File: config.mk
export PLATFORM = sky130hd
export DESIGN_NAME = warmboot_ctrl_flat
export DESIGN_NICKNAME = d
export VERILOG_FILES = /design/src/rtl/warmboot_ctrl_if.sv /design/src/rtl/warmboot_ctrl.sv /design/src/flat_wrapper.sv
export SDC_FILE = /design/constraint.sdc
export NUM_CORES = 1
export LEC_CHECK = 0
export BUFFER_PORTS_ARGS = -buffer_cell sky130_fd_sc_hd__buf_2
export CORE_MARGIN = 5
export CORE_UTILIZATION = 35
export DETAILED_ROUTE_END_ITERATION = 10
export GPL_TIMING_DRIVEN = 0
export SLEW_MARGIN = 5
export SYNTH_ARGS = -nofsm -noshare
export SYNTH_HDL_FRONTEND = slang
export SYNTH_SLANG_ARGS = --single-unit
File: constraint.sdc
create_clock -name UserCLK -period 2.4 [get_ports UserCLK]
set_input_delay 0.48 -clock UserCLK [delete_from_list [all_inputs] [get_ports UserCLK]]
set_output_delay 0.48 -clock UserCLK [all_outputs]
set_load 0.01 [all_outputs]
File: src/rtl/warmboot_ctrl_if.sv
// Signal bundle between the warm-boot controller, the fabric switch matrix
// and the top-level configuration controller.
interface warmboot_ctrl_if #(
  parameter int SLOT_W = 4
);
  logic              BOOT;
  logic [SLOT_W-1:0] SLOT;
  logic              RESET;
  logic              RESET_top;
  logic              CONFIGURED_top;
  logic              BOOT_top;
  logic [SLOT_W-1:0] SLOT_top;
  logic              BUSY;
  logic [1:0]        ERR;

  modport master (
    output BOOT, SLOT, RESET_top, CONFIGURED_top,
    input  RESET, BOOT_top, SLOT_top, BUSY, ERR
  );

  modport slave (
    input  BOOT, SLOT, RESET_top, CONFIGURED_top,
    output RESET, BOOT_top, SLOT_top, BUSY, ERR
  );
endinterface

File: src/rtl/warmboot_ctrl.sv
// Warm-boot controller: synchronises the top-level status lines, filters the
// fabric boot request, issues a fixed-width boot pulse and supervises reconfiguration.
module warmboot_ctrl #(
  parameter int SLOT_W         = 4,
  parameter int MAX_SLOT       = 3,
  parameter int HOLD_CYCLES    = 4,
  parameter int PULSE_CYCLES   = 8,
  parameter int TIMEOUT_CYCLES = 1024,
  parameter int SYNC_STAGES    = 2
) (
  input logic            UserCLK,
  input logic            resetn,
  warmboot_ctrl_if.slave bus
);

  localparam int HOLD_M  = (HOLD_CYCLES > 2) ? HOLD_CYCLES : 2;
  localparam int PULSE_M = (PULSE_CYCLES > 2) ? PULSE_CYCLES : 2;
  localparam int TO_M    = (TIMEOUT_CYCLES > 2) ? TIMEOUT_CYCLES : 2;
  localparam int CNT_MAX = (HOLD_M > PULSE_M) ? HOLD_M : PULSE_M;
  localparam int CNT_W   = $clog2(CNT_MAX) + 1;
  localparam int TCNT_W  = $clog2(TO_M) + 1;

  localparam logic [CNT_W-1:0]  HOLD_C  = CNT_W'(HOLD_CYCLES);
  localparam logic [CNT_W-1:0]  PULSE_C = CNT_W'(PULSE_CYCLES);
  localparam logic [CNT_W-1:0]  CNT_ONE = CNT_W'(1);
  localparam logic [TCNT_W-1:0] TO_LAST = TCNT_W'(TIMEOUT_CYCLES - 1);
  localparam logic [TCNT_W-1:0] TCNT_ONE = TCNT_W'(1);
  localparam logic [SLOT_W:0]   MAX_C   = (SLOT_W + 1)'(MAX_SLOT);

  localparam logic [2:0] S_WAIT_CFG    = 3'd0;
  localparam logic [2:0] S_IDLE        = 3'd1;
  localparam logic [2:0] S_FILTER      = 3'd2;
  localparam logic [2:0] S_PULSE       = 3'd3;
  localparam logic [2:0] S_WAIT_RECONF = 3'd4;
  localparam logic [2:0] S_WAIT_REL    = 3'd5;

  logic [SYNC_STAGES-1:0] rst_sync, cfg_sync;
  logic                   cfg_s;
  logic [2:0]             state, state_n;
  logic [CNT_W-1:0]       cnt, cnt_n;
  logic [TCNT_W-1:0]      tcnt, tcnt_n;
  logic [SLOT_W-1:0]      slot_q, slot_q_n;
  logic [1:0]             err, err_n;
  logic                   boot_top, boot_top_n;
  logic [SLOT_W-1:0]      slot_top, slot_top_n;
  logic                   busy, busy_n;
  logic                   slot_bad;

  assign cfg_s    = cfg_sync[SYNC_STAGES-1];
  assign slot_bad = {1'b0, slot_q} > MAX_C;

  // The filter exit conditions are tested before the hold count, so a
  // configuration drop on the completing cycle suppresses both pulse and error.
  always_comb begin
    state_n    = state;
    cnt_n      = cnt;
    tcnt_n     = tcnt;
    slot_q_n   = slot_q;
    err_n      = err;
    boot_top_n = 1'b0;
    slot_top_n = '0;
    case (state)
      S_WAIT_CFG: begin
        if (cfg_s) state_n = S_IDLE;
      end
      S_IDLE: begin
        if (!cfg_s) begin
          state_n = S_WAIT_CFG;
        end else if (bus.BOOT) begin
          state_n  = S_FILTER;
          slot_q_n = bus.SLOT;
          cnt_n    = CNT_ONE;
        end
      end
      S_FILTER: begin
        if (!bus.BOOT || (bus.SLOT != slot_q) || !cfg_s) begin
          state_n = S_IDLE;
          cnt_n   = '0;
        end else if (cnt < HOLD_C) begin
          cnt_n = cnt + CNT_ONE;
        end else if (slot_bad) begin
          err_n[0] = 1'b1;
          state_n  = S_WAIT_REL;
          cnt_n    = '0;
        end else begin
          state_n = S_PULSE;
          cnt_n   = '0;
        end
      end
      S_PULSE: begin
        if (cnt == PULSE_C) begin
          state_n = S_WAIT_RECONF;
          cnt_n   = '0;
          tcnt_n  = '0;
        end else begin
          boot_top_n = 1'b1;
          slot_top_n = slot_q;
          cnt_n      = cnt + CNT_ONE;
        end
      end
      S_WAIT_RECONF: begin
        if (!cfg_s) begin
          state_n = S_WAIT_CFG;
        end else if (tcnt == TO_LAST) begin
          err_n[1] = 1'b1;
          state_n  = S_WAIT_REL;
        end else begin
          tcnt_n = tcnt + TCNT_ONE;
        end
      end
      S_WAIT_REL: begin
        if (!bus.BOOT) state_n = cfg_s ? S_IDLE : S_WAIT_CFG;
      end
      default: state_n = S_WAIT_CFG;
    endcase
  end

  assign busy_n = (state_n == S_FILTER) || (state_n == S_PULSE) ||
                  (state_n == S_WAIT_RECONF);

  always_ff @(posedge UserCLK) begin
    if (!resetn) begin
      rst_sync <= '0;
      cfg_sync <= '0;
      state    <= S_WAIT_CFG;
      cnt      <= '0;
      tcnt     <= '0;
      slot_q   <= '0;
      err      <= '0;
      boot_top <= 1'b0;
      slot_top <= '0;
      busy     <= 1'b0;
    end else begin
      rst_sync <= {rst_sync[SYNC_STAGES-2:0], bus.RESET_top};
      cfg_sync <= {cfg_sync[SYNC_STAGES-2:0], bus.CONFIGURED_top};
      state    <= state_n;
      cnt      <= cnt_n;
      tcnt     <= tcnt_n;
      slot_q   <= slot_q_n;
      err      <= err_n;
      boot_top <= boot_top_n;
      slot_top <= slot_top_n;
      busy     <= busy_n;
    end
  end

  assign bus.RESET    = rst_sync[SYNC_STAGES-1];
  assign bus.BOOT_top = boot_top;
  assign bus.SLOT_top = slot_top;
  assign bus.BUSY     = busy;
  assign bus.ERR      = err;

endmodule

File: src/flat_wrapper.sv
// flat-port wrapper written by rule: the top's interface ports become plain ports
module warmboot_ctrl_flat 
#(
  parameter int SLOT_W         = 4,
  parameter int MAX_SLOT       = 3,
  parameter int HOLD_CYCLES    = 4,
  parameter int PULSE_CYCLES   = 8,
  parameter int TIMEOUT_CYCLES = 1024,
  parameter int SYNC_STAGES    = 2
)
  (UserCLK, resetn, bus_BOOT, bus_SLOT, bus_RESET_top, bus_CONFIGURED_top, bus_RESET, bus_BOOT_top, bus_SLOT_top, bus_BUSY, bus_ERR);
  warmboot_ctrl_if #(.SLOT_W(SLOT_W)) bus_i ();
  input logic UserCLK;
  input logic resetn;
  input wire logic [$bits(bus_i.BOOT)-1:0] bus_BOOT;
  input wire logic [$bits(bus_i.SLOT)-1:0] bus_SLOT;
  input wire logic [$bits(bus_i.RESET_top)-1:0] bus_RESET_top;
  input wire logic [$bits(bus_i.CONFIGURED_top)-1:0] bus_CONFIGURED_top;
  output wire logic [$bits(bus_i.RESET)-1:0] bus_RESET;
  output wire logic [$bits(bus_i.BOOT_top)-1:0] bus_BOOT_top;
  output wire logic [$bits(bus_i.SLOT_top)-1:0] bus_SLOT_top;
  output wire logic [$bits(bus_i.BUSY)-1:0] bus_BUSY;
  output wire logic [$bits(bus_i.ERR)-1:0] bus_ERR;
  assign bus_i.BOOT = bus_BOOT;
  assign bus_i.SLOT = bus_SLOT;
  assign bus_i.RESET_top = bus_RESET_top;
  assign bus_i.CONFIGURED_top = bus_CONFIGURED_top;
  assign bus_RESET = bus_i.RESET;
  assign bus_BOOT_top = bus_i.BOOT_top;
  assign bus_SLOT_top = bus_i.SLOT_top;
  assign bus_BUSY = bus_i.BUSY;
  assign bus_ERR = bus_i.ERR;
  warmboot_ctrl #(.SLOT_W(SLOT_W), .MAX_SLOT(MAX_SLOT), .HOLD_CYCLES(HOLD_CYCLES), .PULSE_CYCLES(PULSE_CYCLES), .TIMEOUT_CYCLES(TIMEOUT_CYCLES), .SYNC_STAGES(SYNC_STAGES)) u_core (.UserCLK(UserCLK), .resetn(resetn), .bus(bus_i));
endmodule
[Word-level counts from Yosys, hierarchy flattened]
Cells that the tools add are included.
Word-level totals
  register bits after elaboration: 34
  bits in latches: 0
  bits in writable memories: 0
  bits in read-only memories: 0
  logic and storage cells: 74
  memories kept: 0
Cells by class
  $add $sub $neg: 2
  multipliers: 0
  divide/modulo/power cells: 0
  order comparisons: 2
  equality and inequality tests: 16
  shift operators: 0
  muxes and demuxes: 23
  bitwise gates (word level): 4
  reductions and logical operators: 16
Operator list (number)
  $mux 11: 3
  $mux 3: 10
  $pmux 11 s2: 1
  $mux 4: 5
  $pmux 3 s6: 1
  $eq 3x2->1 const B: 4
  $pmux 4 s3: 1
  $add 11x1->11 const B: 1
  $eq 11x10->1 const B: 1
  $eq 3x3->1 const B: 3
  $reduce_and 3->1: 3
  $reduce_and 4->1: 2
  $ne 2x1->1 const B: 3
  $add 4x1->4 const B: 1
  $eq 4x4->1 const B: 1
  $gt 4x2->1 const B: 1
  $logic_or 1x1->1: 4
  $lt 4x3->1 const B: 1
  $ne 2x2->1 const B: 2
  $ne 4x4->1: 1
  $not 1->1: 4
  $eq 3x1->1 const B: 1
  $logic_not 3->1: 1
  $reduce_bool 3->1: 1
  5 further kinds: 7

[Logic depth before layout (Yosys ltp)]
Gate-level depths: netlist of run 1.
  depth in word-level cells: 8
  depth in mapped cells: 8
  gate-level depth less buffers: 6

[Worst setup path before layout of run 1]
No wires, ideal clock.
  kind: register -> register
  from: register u_core.state[1]
  to: register u_core.state[0]
  library setup time: 0.074 ns
  arrival: 1.655 ns
  data required time: 2.326 ns
  path slack: 0.671 ns
  stages on the path, launching flop included: 7
  path buffers: 2
  cell sequence: dfxtp_1 > buf_6 > or4b_4 > nor4b_4 > buf_6 > a21oi_1 > a31oi_1
Between the ends
  cells in the longest elaborated chain, start to end: 2
Ends and longest elaborated chain
  start: declaration: RTL line warmboot_ctrl.sv:39  | logic [2:0] state, state_n;
  start signal: assignment: RTL line warmboot_ctrl.sv:136  | state <= state_n;
  $eq 3x3->1 (tied with other cells): RTL line warmboot_ctrl.sv:62  | case (state)
  $pmux 3 s6 *: RTL line warmboot_ctrl.sv:62
Every way passes the cells marked *; elsewhere a longest branch is shown, timed or not.
A chain may end at the register's enable or synchronous reset.

[Worst setup path after layout of run 1]
  from: register u_core.cnt[0]
  to: register u_core.tcnt[9]
Between the ends
  cells in the longest elaborated chain, start to end: 3
Ends and longest elaborated chain
  start: declaration: RTL line warmboot_ctrl.sv:40  | logic [CNT_W-1:0] cnt, cnt_n;
  start signal: assignment: RTL line warmboot_ctrl.sv:137  | cnt <= cnt_n;
  $eq 4x4->1: RTL line warmboot_ctrl.sv:91  | if (cnt == PULSE_C) begin
  $ne 2x1->1 (no line)
  $reduce_and 4->1 (no line)
  end signal: assignment: RTL line warmboot_ctrl.sv:138  | tcnt <= tcnt_n;
  end: declaration: RTL line warmboot_ctrl.sv:41  | logic [TCNT_W-1:0] tcnt, tcnt_n;
No other way between the ends.

==> impl_metrics.tcl, run 1 <==
set metrics [dict create \
    syn_to_final_growth_pct 17.5 \
    drc_errors 0 \
    relSlewSlack_pct 27.7 \
    ys_seq_area_share_pct 41.1 \
    clock-sinks 34 \
    synthCells 182 \
    ys_async_sr_fraction_pct 0 \
    cp-end-kind "flip-flop" \
    grt_first_pass_wirelength_um 6400 \
    leakage_nw 0.745 \
    grt_antenna_before_repair 0 \
    dieArea_um2 6200 \
    die_h_um 78.7 \
    nets 218 \
    min_period_ns 2.06 \
    track_usage_pct 12.9 \
    clk_latency_ns 0.29 \
    row_count 25 \
    viasPerCell 5.47 \
    synth_edf_count 0 \
    io_buffers 17 \
    required_ns 2.61 \
    final_antenna_net_count 0 \
    yosys_warnings 0 \
    finClkSkew_ns 0.00732 \
    worst-path-max-fanout 10 \
    die_w_um 78.7 \
    vias 1427 \
    cts_buffer_depth 2 \
    gp_congestion 0.775 \
    drt_wl_total_um 3530 \
    cts-resized-gates 0 \
    period_share_pct 85.8 \
    path_clk_slew_ns 0.07 \
    final-setup-viol-count 0 \
    vdd_drop_max_v 0.000253 \
    hold_path.class "input pin to flip-flop" \
    synth_area_um2 1650 \
    tightest_slew_ns 1.07 \
    num_antenna_cells 0 \
    cp.arrival_ns 2.26 \
    status "finished, final reports clean" \
    cts_tree "done" \
    htreeDepth 2 \
    cts_buffers 5 \
    drtIter0Drc 94 \
    max_freq_mhz 486 \
    reg2reg_setup_slack_ns 0.34 \
    initial_core_util_pct 35.5 \
    grt_pass1_vias 1365 \
    core_area_um2 4660 \
    yosysUniqueCellTypes 43 \
    grt-ovfl-total 0 \
    drive_above_1_share_pct 18.4 \
    rsz0062_at_grt "no" \
    io_pins 18 \
    hold_viol_final 0 \
    grt_start_max_net_pins 13 \
    stdcell_count 261 \
    dp.cells 253 \
    hpwl_um 2470 \
    p_per_area_nw_per_um2 642 \
    holdBufCountCts 0 \
    crit_type "flip-flop to flip-flop" \
    ctsRootBufferMaster "clkbuf_8" \
    firstDrtPassIters 4 \
    post_cts_buffers 0 \
    final_max_slew_viol_count 0 \
    synth_top_flop_cell "dfxtp_1" \
    syn-num-nets 194 \
    post_synth.cell_area_avg_um2 9.09 \
    cap_violations 0 \
    routedWlPerCell_um 13.5 \
    worst_setup_path_start_kind "flip-flop" \
    synth-seq-cells 34 \
    setup_tns_ns 0 \
]
kinds of logic after synthesis:
| kind of cell | count (synthesis) | synth area share (%) |
|---|---|---|
| flops | 34 | 41.1 |
| compound gates | 46 | 18.5 |
| fa+ha+maj | 3 | 2.27 |
| xor+xnor | 4 | 2.12 |
| buf+inv | 16 | 4.84 |
| simple gates | 73 | 27.5 |
| mux | 6 | 3.63 |
sequential cells by signal (all words and copies together), names as in the netlist:
register	flops
u_core.rst_sync	2
u_core.state	3
u_core.cnt	4
u_core.bus.BOOT_top	1
u_core.bus.SLOT_top	4
u_core.bus.ERR	2
u_core.tcnt	11
u_core.cfg_sync	2
u_core.slot_q	4
u_core.bus.BUSY	1
path summary, 6_finish.rpt:
path	startpoint	cells after the start	to
max	u_core.cnt[0]	8	u_core.tcnt[9]
min	bus_CONFIGURED_top	2	u_core.cfg_sync[0]
max reg2reg	u_core.cnt[0]	8	u_core.tcnt[9]
min reg2reg	u_core.cfg_sync[0]	1	u_core.cfg_sync[1]
critical path, stage by stage, from the launching register on:
cell	delay, ns
dfxtp_1	0.39
inv_1	0.06
ha_1	0.21
nand3b_1	0.14
a2bb2oi_1	0.40
buf_2	0.27
buf_2	0.27
o31ai_1	0.10
a21oi_1	0.13
cell type report:
cell class / instances / area (µm²)
Tap cell: 54 / 67.6
Clock buffer: 5 / 68.8
Buffer: 9 / 53.8
Inverter: 7 / 26.3
Multi-Input combinational cell: 132 / 893
Fill cell: 475 / 2720
Timing Repair Buffer: 17 / 85.1
Clock inverter: 3 / 68.8
Sequential cell: 34 / 681
cells in the final DEF, fill, tap and decap left out, types with 2 or more instances in the layout:
cell,netlist,final
a21oi_1,16,16
a31oi_1,6,6
and2_1,11,11
and3b_1,2,2
and4_1,2,2
buf_2,4,21
buf_6,2,2
bufinv_16,0,2
clkbuf_1,3,3
clkbuf_8,0,5
dfxtp_1,34,34
ha_1,3,3
inv_1,7,7
mux2i_1,6,6
nand2_1,11,11
nand3_1,7,7
nand3b_1,3,3
nand4_1,3,3
nor2_1,13,13
nor2b_1,2,2
nor3_1,2,2
o21ai_0,2,2
o31ai_1,10,10
or3_1,2,2
or4_1,8,8
xor2_1,4,4
through the flow:
| stage | util (%) | worst slack, ns | hold slack, ns | cell area, µm² | power [mW] |
|---|---|---|---|---|---|
| after floorplan | - | 0.671 | 0.412 | 1650 | 0.609 |
| after global placement | 38.8 | 0.382 | 0.415 | 1810 | 0.625 |
| after detailed placement | 38.8 | 0.373 | 0.430 | 1810 | 0.626 |
| after CTS | 41.7 | 0.347 | 0.392 | 1940 | 1.27 |
| after global routing | 41.7 | 0.140 | 0.403 | 1940 | 1.31 |
| final | 41.7 | 0.341 | 0.399 | 1940 | 1.25 |
per-layer routing:
layer	vias to the layer above	GRT usage [%]	part of all wire, %
met5	-	0	0
met4	0	4.20	1.4
met3	6	3.63	2.7
met2	16	20.6	48
met1	674	16.6	48
li1	731	-	-
power breakdown:
group	internal, mW	switching (mW)	total, mW
combinational	0.0165	0.0258	0.0423
clock	0.416	0.220	0.636
sequential	0.568	0.00131	0.570
total	1.00	0.247	1.25
cell usage after synthesis (all sizes together), types with 4 or more instances:
| library cell | instances | area (µm²) |
|---|---|---|
| dfxtp | 34 | 681 |
| a21oi | 17 | 88.8 |
| nor2 | 13 | 48.8 |
| and2 | 11 | 68.8 |
| nand2 | 11 | 41.3 |
| o31ai | 10 | 75.1 |
| or4 | 8 | 60.1 |
| inv | 7 | 26.3 |
| nand3 | 7 | 35.0 |
| a31oi | 6 | 37.5 |
| buf | 6 | 42.5 |
| mux2i | 6 | 60.1 |
| o21ai | 4 | 23.8 |
| xor2 | 4 | 35.0 |
No activity file was read; power rests on OpenSTA's default activity.
==> inputs of run 2 (changes only) <==
--- a/config.mk
+++ b/config.mk
@@ -5,10 +5,10 @@
 export SDC_FILE = /design/constraint.sdc
 export NUM_CORES = 1
 export LEC_CHECK = 0
-export BUFFER_PORTS_ARGS = -buffer_cell sky130_fd_sc_hd__buf_2
 export CORE_MARGIN = 5
 export CORE_UTILIZATION = 35
 export DETAILED_ROUTE_END_ITERATION = 10
+export DONT_BUFFER_PORTS = 1
 export GPL_TIMING_DRIVEN = 0
 export SLEW_MARGIN = 5
 export SYNTH_ARGS = -nofsm -noshare
==> run 2 against run 1 <==
- cell count down 6.5%
- worst hold slack worse by 0.077 ns
- utilization down 1.8 points
- critical endpoint is now u_core.tcnt[8]
- sequential share of layout area up 1.6 points
- highest routed layer unchanged
- sequential power about the same
- fmax up 1.2%
- clock power down 0.8%
- die area unchanged
==> impl_metrics.tcl, run 2 (same netlist as run 1, synthesis figures left out) <==
set metrics [dict create \
    vias 1365 \
    dieArea_um2 6200 \
    status "finished, final reports clean" \
    drtIter0Drc 77 \
    io_pins 18 \
    required_ns 2.60 \
    relSlewSlack_pct 30.9 \
    worst-path-max-fanout 10 \
    worstRegToRegCells 8 \
    finClkSkew_ns 0.00344 \
    stdcell_count 244 \
    viasPerCell 5.59 \
    crit_top_cell "buf_2" \
    final_max_slew_viol_count 0 \
    htreeDepth 2 \
    firstDrtPassIters 4 \
    track_usage_pct 12.6 \
    drc_errors 0 \
    post_cts_buffers 0 \
    cts-resized-gates 0 \
    hold_slack_ns 0.323 \
    num-fill-cells 466 \
    final_antenna_net_count 0 \
    grt_pass1_vias 1339 \
    io_buffers 0 \
    clock-sinks 34 \
    crit_slowest_cell "a2bb2oi_1" \
    period_share_pct 84.7 \
    cts_buffer_depth 2 \
    worstPathCellList "inv_1 -> ha_1 -> nand3b_1 -> a2bb2oi_1 -> buf_2 -> buf_2 -> o31ai_1 -> a21oi_1" \
    regToRegStartpoint "u_core.cnt[0]" \
    min_period_ns 2.03 \
    min_from "bus_CONFIGURED_top" \
    gp_congestion 0.811 \
    vdd_drop_max_v 0.000316 \
    largest_register "u_core.tcnt" \
    grt-ovfl-total 0 \
    worst_setup_path_start_kind "flip-flop" \
    initial_core_util_pct 35.5 \
    hold_depth 1 \
    multi_input_area_um2 893 \
    grt_antenna_before_repair 0 \
    ctsRootBufferMaster "clkbuf_8" \
    row_count 25 \
    mostFrequentLayoutCells "dfxtp_1 (34), a21oi_1 (16), nor2_1 (13)" \
    crit_type "flip-flop to flip-flop" \
    die_h_um 78.7 \
    p_per_area_nw_per_um2 663 \
    num_antenna_cells 0 \
    fin_ws_ns 0.367 \
    final-setup-viol-count 0 \
    drive_above_1_share_pct 11.1 \
    r2r_end "u_core.tcnt[8]" \
    grt_start_max_net_pins 13 \
    core_area_um2 4660 \
    setup_tns_ns 0 \
    holdBufCountCts 0 \
    drt_wl_total_um 3480 \
    largest_reg_flops 11 \
    critPathTopFamily "compound AO/OA/AOI/OAI gates" \
    clk_latency_ns 0.28 \
    tightest_slew_ns 1.03 \
    cp-end-kind "flip-flop" \
    min_to "u_core.cfg_sync[0]" \
    dp.cells 236 \
    hold_path.class "input pin to flip-flop" \
    hold_viol_final 0 \
    crit_buf_inv 3 \
    nets 201 \
    reg2reg_setup_slack_ns 0.37 \
    cts_tree "done" \
    max_freq_mhz 492 \
    cp.arrival_ns 2.24 \
    hpwl_um 2460 \
    routedWlPerCell_um 14.3 \
    pre_cts_ws_ns 0.382 \
    grt_first_pass_wirelength_um 6210 \
    cpPeakStageDelay_ns 0.40 \
    seqCellArea_um2 681 \
    cap_violations 0 \
    syn_to_final_growth_pct 12.4 \
    final_common_cell "dfxtp_1" \
    cts_buffers 5 \
    die_w_um 78.7 \
    leakage_nw 0.663 \
    path_clk_slew_ns 0.07 \
    rsz0062_at_grt "no" \
]
run 2: cell types whose count changed in the layout (fill, tap and decap cells not counted):
cell | previous run | this run
buf_2 | 21 | 4
run 2: cell type report:
type                    count  area share [%]
multi-input cells         132            48.0
well taps                  54            3.63
flip-flops and latches     34            36.6
inverters                   7            1.41
plain buffers               9            2.89
clock inverters             3            3.70
clock buffers               5            3.70
run 2: worst max-delay path by stage:
stage                    startpoint              end  depth (start not counted)
floorplan           u_core.state[1]  u_core.state[0]                          6
global placement      u_core.cnt[0]   u_core.tcnt[7]                          8
detailed placement    u_core.cnt[0]   u_core.tcnt[6]                          8
CTS                   u_core.cnt[0]   u_core.tcnt[2]                          8
global route          u_core.cnt[0]   u_core.tcnt[7]                          8
finish                u_core.cnt[0]   u_core.tcnt[8]                          8
run 2: layer usage:
metal / global-route usage, % / wire, µm
met5: 0 / 0
met4: 5.42 / 99
met3: 3.74 / 135
met2: 20.1 / 1620
met1: 15.6 / 1630
run 2: where the power goes:
part	switching, mW	internal, mW	leakage [nW]
sequential	0.00182	0.568	0.275
combinational	0.0210	0.0116	0.320
clock	0.215	0.416	0.0683
total	0.237	0.996	0.663
run 2: metrics by stage:
stage / utilization [%] / total power, mW / area (µm²)
final: 39.9 / 1.23 / 1860
after global routing: 39.9 / 1.29 / 1860
after CTS: 39.9 / 1.26 / 1860
after detailed placement: 36.9 / 0.616 / 1720
after global placement: 36.9 / 0.616 / 1720
after floorplan: - / 0.609 / 1650
==> inputs of run 3 (changes only) <==
--- a/config.mk
+++ b/config.mk
@@ -5,6 +5,7 @@
 export SDC_FILE = /design/constraint.sdc
 export NUM_CORES = 1
 export LEC_CHECK = 0
+export ABC_AREA = 1
 export CORE_MARGIN = 5
 export CORE_UTILIZATION = 35
 export DETAILED_ROUTE_END_ITERATION = 10
==> constraint.sdc (replaced) <==
create_clock -name UserCLK -period 2.1 [get_ports UserCLK]
set_input_delay 0.42 -clock UserCLK [delete_from_list [all_inputs] [get_ports UserCLK]]
set_output_delay 0.42 -clock UserCLK [all_outputs]
set_load 0.01 [all_outputs]
==> run 3 against run 2 <==
- register-to-register slack better by 0.03 ns
- utilization down 0.66 points
- total power down 4.3%
- largest cell class unchanged
- highest routed layer unchanged
==> impl_metrics.tcl, run 3 <==
set metrics [dict create \
    status "finished, final reports clean" \
    hold_depth 2 \
    htreeDepth 2 \
    grt_first_pass_wirelength_um 6400 \
    num_antenna_cells 0 \
    cp-end-kind "flip-flop" \
    final_common_cell "nand2_1" \
    io_pins 18 \
    crit_slowest_cell "dfxtp_1" \
    hold_path.class "input pin to flip-flop" \
    cp.arrival_ns 1.86 \
    tightest_slew_ns 0.505 \
    drt_wl_total_um 3680 \
    p_per_area_nw_per_um2 597 \
    yosys_warnings 0 \
    die_h_um 81.7 \
    cap_violations 0 \
    die_w_um 81.7 \
    worst_setup_path_start_kind "flip-flop" \
    worst-path-max-fanout 10 \
    synth.area.top_cells "dfxtp_1 (38%), nand2_1 (12%), nor2_1 (9.2%)" \
    syn-num-nets 274 \
    synth_most_common_cell "nand2_1" \
    synth_top_flop_cell "dfxtp_1" \
    routedWlPerCell_um 10.8 \
    mostFrequentLayoutCells "nand2_1 (57), nor2_1 (44), inv_1 (38)" \
    post_synth.cell_area_avg_um2 6.87 \
    largest_register "u_core.tcnt" \
    grt_pass1_vias 1385 \
    core_area_um2 5040 \
    cpPeakStageDelay_ns 0.42 \
    firstDrtPassIters 4 \
    grt_antenna_before_repair 0 \
    relSlewSlack_pct 66.2 \
    period_share_pct 81.0 \
    finClkSkew_ns 0.00460 \
    ys_seq_area_share_pct 37.8 \
    io_buffers 0 \
    largest_reg_flops 11 \
    clk_latency_ns 0.28 \
    clock-sinks 34 \
    track_usage_pct 12.4 \
    synth_area_um2 1800 \
    syn_to_final_growth_pct 9.94 \
    multi_input_area_um2 938 \
    synth_edf_count 0 \
    setup_tns_ns 0 \
    required_ns 2.26 \
    synth_common_cells "nand2_1 (57), nor2_1 (44), inv_1 (38)" \
    hpwl_um 2760 \
    path_clk_slew_ns 0.07 \
    total_power_mw 1.18 \
    min_period_ns 1.70 \
    leakage_nw 0.847 \
    drive_above_1_share_pct 8.52 \
    drc_errors 0 \
    viasPerCell 4.56 \
    gp_congestion 0.825 \
    final_max_slew_viol_count 0 \
    vias 1551 \
    yosysUniqueCellTypes 31 \
    row_count 26 \
    cts_buffer_depth 2 \
    cts_tree "done" \
    grt-ovfl-total 0 \
    dieArea_um2 6670 \
    synthCells 262 \
    synth-seq-cells 34 \
    drtIter0Drc 60 \
    initial_core_util_pct 35.7 \
    vdd_drop_max_v 0.000390 \
    grt_start_max_net_pins 11 \
    crit_type "flip-flop to flip-flop" \
    yosysTopAreaCellShare_pct 37.8 \
    rsz0062_at_grt "no" \
    max_freq_mhz 588 \
    final_antenna_net_count 0 \
    ys_async_sr_fraction_pct 0 \
    hold_viol_final 0 \
    worstRegToRegCells 8 \
    holdBufCountCts 0 \
    cts-resized-gates 0 \
    worstPathCellList "ha_1 -> nand2_2 -> nor3_4 -> nand3_4 -> nand2_8 -> clkinv_8 -> o21ai_2 -> nor2_2" \
    seqCellArea_um2 681 \
    yosysTopAreaCell "dfxtp_1" \
    ctsRootBufferMaster "clkbuf_8" \
    nets 281 \
    post_cts_buffers 0 \
    final-setup-viol-count 0 \
    num-fill-cells 553 \
    cts_buffers 5 \
]
==> run 3: cell count changes in the layout (fill, tap and decap cells not counted), sizes merged, moves of 7 or more <==
cell	before	now
nand2	11	62
inv	7	41
nor2	13	46
nand3	7	26
and2	11	0
o31ai	10	0
or4	8	0
o21ai	4	11
==> run 3: layout make-up <==
cell class / count / share of cell area, %
multi-input combinational: 184 / 47.4
sequential: 34 / 34.4
inverter: 42 / 8.73
tap: 70 / 4.43
clock buffer: 7 / 4.36
buffer: 2 / 0.380
clock inverter: 1 / 0.253
==> run 3: metrics by stage <==
stage | instance area (µm²) | cells | setup WS, ns | hold slack [ns] | util, %
final | 1980 | 340 | 0.399 | 0.233 | 39.2
after global routing | 1980 | 340 | 0.226 | 0.233 | 39.2
after CTS | 1980 | 340 | 0.388 | 0.221 | 39.2
after detailed placement | 1890 | 332 | 0.396 | 0.398 | 37.4
after global placement | 1890 | 332 | 0.407 | 0.395 | 37.4
after floorplan | 1800 | 262 | 0.588 | 0.390 | -
==> run 3: kinds of logic (layout without fill, tap and decap cells) <==
kind of cell	after synthesis	in the layout	synth area share, %
AO/OA/AOI/OAI	37	37	11.5
AND/OR/NAND/NOR	141	141	37.1
buffers and inverters	44	52	10.0
adder cells (fa/ha/maj)	3	3	2.09
flip-flops	34	34	37.8
XOR/XNOR	3	3	1.46
==> run 3: path summary, 6_finish.rpt <==
| kind | startpoint | to | slack (ns) |
|---|---|---|---|
| max | u_core.tcnt[0] | u_core.tcnt[1] | 0.40 |
| min | bus_CONFIGURED_top | u_core.cfg_sync[0] | 0.23 |
| max reg2reg | u_core.tcnt[0] | u_core.tcnt[1] | 0.40 |
| min reg2reg | u_core.cfg_sync[0] | u_core.cfg_sync[1] | 0.41 |
==> run 3: routing by layer <==
metal,vias to the layer above,track usage [%],share of wire [%]
met4,0,3.99,1.4
met1,681,16.6,51
li1,841,-,-
met5,-,0,0
met2,25,18.7,42
met3,4,4.28,5.8
==> run 3: critical path, delay by kind of cell, from the launching register on <==
kind,cells,cell delay [ns]
simple gates,5,0.67
fa+ha+maj,1,0.29
buf+inv,1,0.08
flops,1,0.42
compound gates,1,0.12
==> run 3: report_power, final <==
part	switching, mW	total [mW]	internal [mW]
Sequential	0.00343	0.653	0.649
Clock	0.234	0.498	0.264
Combinational	0.0206	0.0295	0.00886
Total	0.258	1.18	0.922
